### src/rtl/ppu_pkg.sv
// Shared types for the vblank commit buffer in front of the ppu register port.
package ppu_pkg;

  localparam logic [15:0] CTRL_COMMIT_ADDR = 16'hFFFF;

  typedef enum logic [1:0] {
    IDLE  = 2'd0,
    PRIME = 2'd1,
    DRAIN = 2'd2
  } vbc_state_t;

  typedef struct packed {
    logic [15:0] address;
    logic [31:0] writedata;
  } vbc_entry_t;

endpackage

### src/rtl/vbc_ram.sv
// Simple dual-port RAM: one write port, one registered read port, 48-bit entries.
module vbc_ram
  import ppu_pkg::*;
#(
  parameter int unsigned DEPTH = 64,
  parameter int unsigned AW    = $clog2(DEPTH)
) (
  input  logic          clk_i,
  input  logic          we_i,
  input  logic [AW-1:0] waddr_i,
  input  vbc_entry_t    wdata_i,
  input  logic          re_i,
  input  logic [AW-1:0] raddr_i,
  output vbc_entry_t    rdata_o
);

  vbc_entry_t mem_q [DEPTH];

  always_ff @(posedge clk_i) begin
    if (we_i) mem_q[waddr_i] <= wdata_i;
    if (re_i) rdata_o <= mem_q[raddr_i];
  end

endmodule

### src/rtl/vblank_commit.sv
// Host write buffer that replays committed register writes into the ppu during vblank.
// Optional feature: define VBLANK_COMMIT_COUNT_EN to build the completed-drain counter.
module vblank_commit
  import ppu_pkg::*;
#(
  parameter int unsigned DEPTH = 64
) (
  input  logic        clk,
  input  logic        reset,
  input  logic        chipselect,
  input  logic        write,
  input  logic [15:0] address,
  input  logic [31:0] writedata,
  output logic        waitrequest,
  input  logic        vblank_start,
  output logic        ppu_chipselect,
  output logic        ppu_write,
  output logic [15:0] ppu_address,
  output logic [31:0] ppu_writedata,
  output logic        busy,
  output logic        pending,
  output logic [15:0] commit_count
);

  localparam int unsigned AW = $clog2(DEPTH);
  typedef logic [AW:0] ptr_t;

  ptr_t       wr_ptr_q, wr_ptr_d;
  ptr_t       cmt_ptr_q, cmt_ptr_d;
  ptr_t       rd_ptr_q, snap_ptr_q, rd_ptr_inc;
  vbc_state_t state_q;

  logic        host_wr, is_ctrl, is_commit, full, data_wr, drain_done;
  logic        ram_re;
  logic [AW-1:0] ram_raddr;
  vbc_entry_t  wr_entry, rd_entry;

  logic        ppu_cs_q, ppu_wr_q;
  logic [15:0] ppu_addr_q;
  logic [31:0] ppu_data_q;

  assign host_wr    = chipselect & write;
  assign is_ctrl    = (address == CTRL_COMMIT_ADDR);
  assign is_commit  = host_wr & is_ctrl;
  assign full       = (wr_ptr_q[AW] != rd_ptr_q[AW]) &&
                      (wr_ptr_q[AW-1:0] == rd_ptr_q[AW-1:0]);
  assign data_wr    = host_wr & ~is_ctrl & ~full;
  assign waitrequest = host_wr & ~is_ctrl & full;
  assign pending    = (cmt_ptr_q != rd_ptr_q);
  assign busy       = (state_q != IDLE);

  assign rd_ptr_inc = rd_ptr_q + ptr_t'(1);
  assign drain_done = (state_q == DRAIN) && (rd_ptr_inc == snap_ptr_q);

  assign wr_entry.address   = address;
  assign wr_entry.writedata = writedata;

  // PRIME fetches the head; each DRAIN cycle prefetches the entry after the one it emits.
  assign ram_re    = (state_q != IDLE);
  assign ram_raddr = (state_q == PRIME) ? rd_ptr_q[AW-1:0] : rd_ptr_inc[AW-1:0];

  vbc_ram #(
    .DEPTH (DEPTH),
    .AW    (AW)
  ) u_ram (
    .clk_i   (clk),
    .we_i    (data_wr),
    .waddr_i (wr_ptr_q[AW-1:0]),
    .wdata_i (wr_entry),
    .re_i    (ram_re),
    .raddr_i (ram_raddr),
    .rdata_o (rd_entry)
  );

  always_comb begin
    wr_ptr_d  = wr_ptr_q;
    cmt_ptr_d = cmt_ptr_q;
    if (data_wr)   wr_ptr_d  = wr_ptr_q + ptr_t'(1);
    if (is_commit) cmt_ptr_d = wr_ptr_q;
  end

  always_ff @(posedge clk) begin
    if (!reset) begin
      wr_ptr_q  <= '0;
      cmt_ptr_q <= '0;
    end else begin
      wr_ptr_q  <= wr_ptr_d;
      cmt_ptr_q <= cmt_ptr_d;
    end
  end

  always_ff @(posedge clk) begin
    if (!reset) begin
      state_q    <= IDLE;
      rd_ptr_q   <= '0;
      snap_ptr_q <= '0;
      ppu_cs_q   <= 1'b0;
      ppu_wr_q   <= 1'b0;
      ppu_addr_q <= '0;
      ppu_data_q <= '0;
    end else begin
      ppu_cs_q <= 1'b0;
      ppu_wr_q <= 1'b0;
      unique case (state_q)
        IDLE: begin
          // Snapshot uses the registered commit point, so a same-cycle commit waits a frame.
          if (vblank_start && pending) begin
            snap_ptr_q <= cmt_ptr_q;
            state_q    <= PRIME;
          end
        end
        PRIME: state_q <= DRAIN;
        DRAIN: begin
          ppu_cs_q   <= 1'b1;
          ppu_wr_q   <= 1'b1;
          ppu_addr_q <= rd_entry.address;
          ppu_data_q <= rd_entry.writedata;
          rd_ptr_q   <= rd_ptr_inc;
          if (drain_done) state_q <= IDLE;
        end
        default: state_q <= IDLE;
      endcase
    end
  end

  assign ppu_chipselect = ppu_cs_q;
  assign ppu_write      = ppu_wr_q;
  assign ppu_address    = ppu_addr_q;
  assign ppu_writedata  = ppu_data_q;

`ifdef VBLANK_COMMIT_COUNT_EN
  logic [15:0] commit_cnt_q, commit_cnt_d;

  assign commit_cnt_d = drain_done ? commit_cnt_q + 16'd1 : commit_cnt_q;

  always_ff @(posedge clk) begin
    if (!reset) commit_cnt_q <= '0;
    else        commit_cnt_q <= commit_cnt_d;
  end

  assign commit_count = commit_cnt_q;
`else
  assign commit_count = '0;
`endif

endmodule
### config.mk
export PLATFORM = sky130hd
export DESIGN_NAME = vblank_commit
export DESIGN_NICKNAME = d
export VERILOG_FILES = /design/src/rtl/ppu_pkg.sv /design/src/rtl/vbc_ram.sv /design/src/rtl/vblank_commit.sv
export SDC_FILE = /design/constraint.sdc
export NUM_CORES = 2
export LEC_CHECK = 0
export ABC_AREA = 1
export BUFFER_PORTS_ARGS = -buffer_cell sky130_fd_sc_hd__buf_2
export CAP_MARGIN = 5
export CELL_PAD_IN_SITES_DETAIL_PLACEMENT = 2
export CELL_PAD_IN_SITES_GLOBAL_PLACEMENT = 2
export CORE_MARGIN = 5
export CORE_UTILIZATION = 38
export CTS_CLUSTER_SIZE = 24
export DETAILED_ROUTE_END_ITERATION = 16
export PLACE_DENSITY = 0.73
export SYNTH_ARGS = -nofsm -noshare
export SYNTH_HDL_FRONTEND = slang
export SYNTH_SLANG_ARGS = --single-unit
### constraint.sdc
create_clock -name clk -period 5.25 [get_ports clk]
set_input_delay 0.525 -clock clk [delete_from_list [all_inputs] [get_ports clk]]
set_output_delay 0.525 -clock clk [all_outputs]
set_load 0.1 [all_outputs]
# After elaboration in Yosys (flattened, before gate mapping)
# Memories as Yosys holds them, arrays and structs flattened. A register that Yosys moved wholly into a read port is not among the register bits.
# Index checks and enable logic that the tools add are counted.
# classes
mux	7
add_sub_neg	2
eq_ne	9
n_bitwise	7
reduce_logical	7
# op_table
operator	n
equality test 16 bit, second input constant	1
adder 7 x 1 -> 7 bit, second input constant	2
equality test 7 bit	1
inequality test 7 bit	1
equality test 6 bit	1
2-to-1 mux 6 bit	1
case mux 2 bit (3 select lines)	1
bitwise AND 1 bit	5
2-to-1 mux 2 bit	2
inequality test 2 bit, second input constant	2
AND reduction 2 bit	2
logical AND 1 bit	3
2-to-1 mux 1 bit	3
equality test 2 x 1 -> 1 bit, second input constant	1
equality test 2 bit, second input constant	1
logical NOT 2 bit	1
inverter 1 bit	2
nonzero test 2 bit	1
inequality test 1 bit	1
# word_totals
ramBits	3072
mem_count	1
out_inout_bits	69
word_cells	41
input_bits	53
ff_bits	79
# mem_list
memory	words	word_bits	read_ports	rd_clocked_by_memory_dff	write_ports	line	text
u_ram.mem_q	64	48	1	1	1	vbc_ram.sv:17	vbc_entry_t mem_q [DEPTH];

# Depth between registers and ports, before layout
# logic_depth
depth_word	6
ltp_mapped	15

# Modules after synthesis
# Synthesis repeated with hierarchy kept, for this count alone.
# hier_totals
cells_unflattened	10620
area_unflattened_um2	128514.5
# modules_own_cells
module	seq_area_each_um2	n_inst	cells_each	area_each_um2
vbc_ram	93689.9	1	10108	124811.0
vblank_commit	1581.5	1	512	3703.6

# Worst setup path after synthesis
# OpenSTA, ideal clock, no wires.
# synth_path
path_kind	input -> register
startpoint	input port address[12]
endpoint	memory u_ram.mem_q[63][0] in the netlist's numbering (enable)
path_slack_ns	0.308
path_buffers	0
arrival_ns	4.429
setup_ns	0.513
path_stages	5
required_time_ns	4.737
cell_sequence	nand4_1 > nor4_2 > nor2_1 > nand2_2 > nor3_1
# synth_between
elab_chain_cells	6
# synth_rtl
item	line	text
from (decl)	vblank_commit.sv:12	input logic [15:0] address,
equality test 16 bit	vblank_commit.sv:43	assign is_ctrl = (address == CTRL_COMMIT_ADDR);
inverter 1 bit	vblank_commit.sv:47	assign data_wr = host_wr & ~is_ctrl & ~full;
bitwise AND 1 bit (2 in a row)	vblank_commit.sv:47	
2-to-1 mux 1 bit	vbc_ram.sv:20	if (we_i) mem_q[waddr_i] <= wdata_i;
2-to-1 mux 1 bit (not written as such)	vbc_ram.sv:20	
to (decl)	vbc_ram.sv:17	
# Every way passes these cells.

# Worst setup path after layout
# layout_path
startpoint	register state_q[1]
endpoint	register, netlist name u_ram.rdata_o[21]
# layout_between
elab_chain_cells	2
# layout_rtl
item	line	text
from (decl)	vblank_commit.sv:31	vbc_state_t state_q;
from (signal assigned)	vblank_commit.sv:94	state_q <= IDLE;
from (signal assigned)	vblank_commit.sv:109	state_q <= PRIME;
from (signal assigned)	vblank_commit.sv:112	PRIME: state_q <= DRAIN;
equality test 2 x 1 -> 1 bit	vblank_commit.sv:60	assign ram_raddr = (state_q == PRIME) ? rd_ptr_q[AW-1:0] : rd_ptr_inc[AW-1:0];
2-to-1 mux 6 bit	vblank_commit.sv:60	
# Several ways; a longest one is shown, not always the timed one.
# A chain may end at the register's enable or synchronous reset.

==> impl_metrics.env <==
export IMPL_fp_dieW_um=615
export IMPL_area_growth_synth_to_final_pct=13.4
export IMPL_viasPerCell=5.62
export IMPL_cp_required_ps=5920
export IMPL_vdd_ir_drop_max_mv=0.598
export IMPL_period_minus_slack_ps=4110
export IMPL_setup_tns_final_ps=0
export IMPL_fmaxAchievable_mhz=243
export IMPL_timing_worst_slew_pin_value_ps=1360
export IMPL_pin_count_of_the_biggest_net_entering_global_routing=129
export IMPL_nNetsFinal=13528
export IMPL_clkLatencyLatePin_ps=970
export IMPL_critical_path_reg2reg_endpoint="u_ram.rdata_o[21]"
export IMPL_timing_max_cap_violations=0
export IMPL_run_status="finished clean"
export IMPL_first_global_vias=113783
export IMPL_synth_sequential_area_ratio_pct=68.5
export IMPL_cts_clk_slew_worst_paths_ps=60
export IMPL_num_rows=222
export IMPL_routedWlPerCell_um=31.1
export IMPL_final_util_pct=43.2
export IMPL_finalHoldViolCount=0
export IMPL_io_pins=122
export IMPL_report_final_setup_viol=0
export IMPL_initial_antenna_violation_count=40
export IMPL_ys_top_cells_by_area="edfxtp_1, nand3_1, nand2_1, inv_1, buf_2"
export IMPL_unrepaired_setup_endpoints_after_global_routing="no"
export IMPL_ys_seq_elements=3199
export IMPL_synth_largest_type_area_fraction_pct=67.4
export IMPL_synth_top_cells_by_count="nand3_1, edfxtp_1, nand2_1"
export IMPL_grt_remaining_overflow=0
export IMPL_totalWireLength_um=579000
export IMPL_yosys_cell_types_count=28
export IMPL_worst_setup_path_type="reg2reg"
export IMPL_drtPass1Iterations=5
export IMPL_timing_critical_path_from_type="register"
export IMPL_yosys_cell_count_top_type="nand3_1"
export IMPL_cts_path_max_buffers=4
export IMPL_via_count=104723
export IMPL_cts_resized=0
export IMPL_post_route_period_util_pct=78.2
export IMPL_minimum_setup_slack_in_the_final_design_ps=1140
export IMPL_numClockSinks=3199
export IMPL_tritoncts="done"
export IMPL_power_density_over_the_cells_mw_per_mm2=564
export IMPL_worstPathArrival_ps=4780
export IMPL_io_buffer_count=105
export IMPL_slew_violations=0
export IMPL_netlist_instances=13430
export IMPL_async_reset_ff_share_pct=0
export IMPL_critical_path_max_fanout=54
export IMPL_report_power_total_mw=88.9
export IMPL_synth_avg_cell_area_um2=10.3
export IMPL_placed_cells_incl_taps=17921
export IMPL_finalInstanceArea_mm2=0.158
export IMPL_finalNonFillerCells=18639
export IMPL_dpl_worst_slack_ps=555
export IMPL_crit_start="state_q[1]"
export IMPL_post_synth_top_area_cell="edfxtp_1"
export IMPL_dr_first_iter_drc_count=11681
export IMPL_timing_critical_path_to="u_ram.rdata_o[21]"
export IMPL_global_route_wire_length_before_repair_um=818000
export IMPL_leakage_nw=65.8
export IMPL_reg2reg_from="state_q[1]"
export IMPL_cts_hold_buffers_added=0
export IMPL_die_height_um=615
export IMPL_yosys_warnings=0
export IMPL_dpl_hpwl_um=302000
export IMPL_h_tree_depth=5
export IMPL_post_dp_cell_area_mm2=0.146
export IMPL_cts_inserted_buffers=361
export IMPL_share_of_post_route_cells_with_drive_strength_above_1_pct=7.18
export IMPL_grt_util_all_layers_pct=29.7
export IMPL_gp_congestion=0.786
export IMPL_floorplan_die_area_mm2=0.378
export IMPL_holdCritPathClass="in2reg"
export IMPL_fin_worst_skew_ps=51.2
export IMPL_hold_ws_ps=15.7
export IMPL_antenna_violating_nets_post_route=0
export IMPL_cts_setup_buffers=0
export IMPL_core_outline_area_mm2=0.365
export IMPL_synth_enable_flop_cells=3120
export IMPL_syn_cell_area_mm2=0.139
export IMPL_ctsRootBufferMaster="clkbuf_16"
export IMPL_worst_setup_path_end_kind="register"
export IMPL_reg2regPathDepth=13
export IMPL_drt_drc_violations_left=0
export IMPL_slew_limit_headroom_pct=9.44
export IMPL_regToRegSetupSlack_ps=1140
export IMPL_start_util_pct=38.1
export IMPL_synth_main_ff_cell="edfxtp_1"
[worst max-delay path, cell delays in order, from the launching register on]
cell and delay (ps):
dfxtp_1 350, inv_2 110, nand2_2 380, nand2_4 290, nand2_4 800, buf_12 280
buf_4 330, nand2_1 140, nand3_1 140, nand3_1 90, nand3_1 110, nand3_1 150
nand3_1 370, nand2_1 100
[layout make-up]
class                      instances  area [um2]
timing repair buffer             409        4270
fill                           37918      207000
clock inverter                   184        1480
clock buffer                     459        9720
antenna                           70         175
inverter                        2881       10800
multi-input combinational       6621       29800
sequential                      3199       95300
tap                             4816        6030
[cells by family after synthesis]
kind of cell | Yosys count | share of synthesized area (%)
AO/OA/AOI/OAI | 96 | 0.357
AND/OR/NAND/NOR | 6483 | 20.4
XOR/XNOR | 24 | 0.151
other | 1 | 0.00270
adder cells (fa/ha/maj) | 2 | 0.0180
flip-flops | 3199 | 68.5
buffers and inverters | 3625 | 10.5
[worst min-delay path by stage]
stage	from	endpoint	slack, ps	cells past startpoint
6_report	writedata[25]	u_ram.mem_q[35][25]	20	1
5_1_grt	writedata[25]	u_ram.mem_q[40][25]	20	1
4_1_cts	vblank_start	state_q[0]	40	3
3_5_place_dp	u_ram.rdata_o[41]	ppu_address[9]	470	2
3_3_place_gp	u_ram.rdata_o[45]	ppu_address[13]	460	2
2_1_floorplan	u_ram.rdata_o[32]	ppu_address[0]	450	2
[state kept, by name (all words and copies together) (netlist names)]
signal         cells
u_ram.rdata_o     48
cmt_ptr_q          7
ppu_address       16
rd_ptr_q           7
ppu_writedata     32
snap_ptr_q         7
state_q            2
u_ram.mem_q     3072
wr_ptr_q           7
ppu_write          1
[where the power goes]
part | internal (mW) | switching [mW] | total (mW)
clock | 14.1 | 10.8 | 24.9
sequential | 28.8 | 0.413 | 29.2
combinational | 9.01 | 25.9 | 34.9
[placed cells by master (no fill, tap or decap), types with 3 or more instances in the layout]
cell	count
nand3_1	3195
edfxtp_1	3120
nand2_1	3067
inv_1	2875
clkbuf_16	368
buf_4	192
nor2_1	133
buf_12	116
buf_2	101
dfxtp_1	79
clkinv_1	78
clkbuf_1	74
diode_2	70
o21ai_0	69
clkinv_2	66
nor2_4	63
bufinv_16	23
a21oi_1	20
clkbuf_8	17
conb_1	16
xor2_1	13
inv_6	12
xnor2_1	11
nand4_1	10
nand2_4	5
o21ai_4	5
clkinv_8	3
[metal layers]
layer,vias up,wire [um],global-route usage [%],share of wire (%)
met2,4473,277000,49.7,48
li1,43765,-,-,-
met4,6,29900,14.3,5.2
met1,55204,228000,37.6,39
met5,-,34,0,0.0059
met3,1275,43600,5.08,7.5
Power figures use the tool's default switching activity.
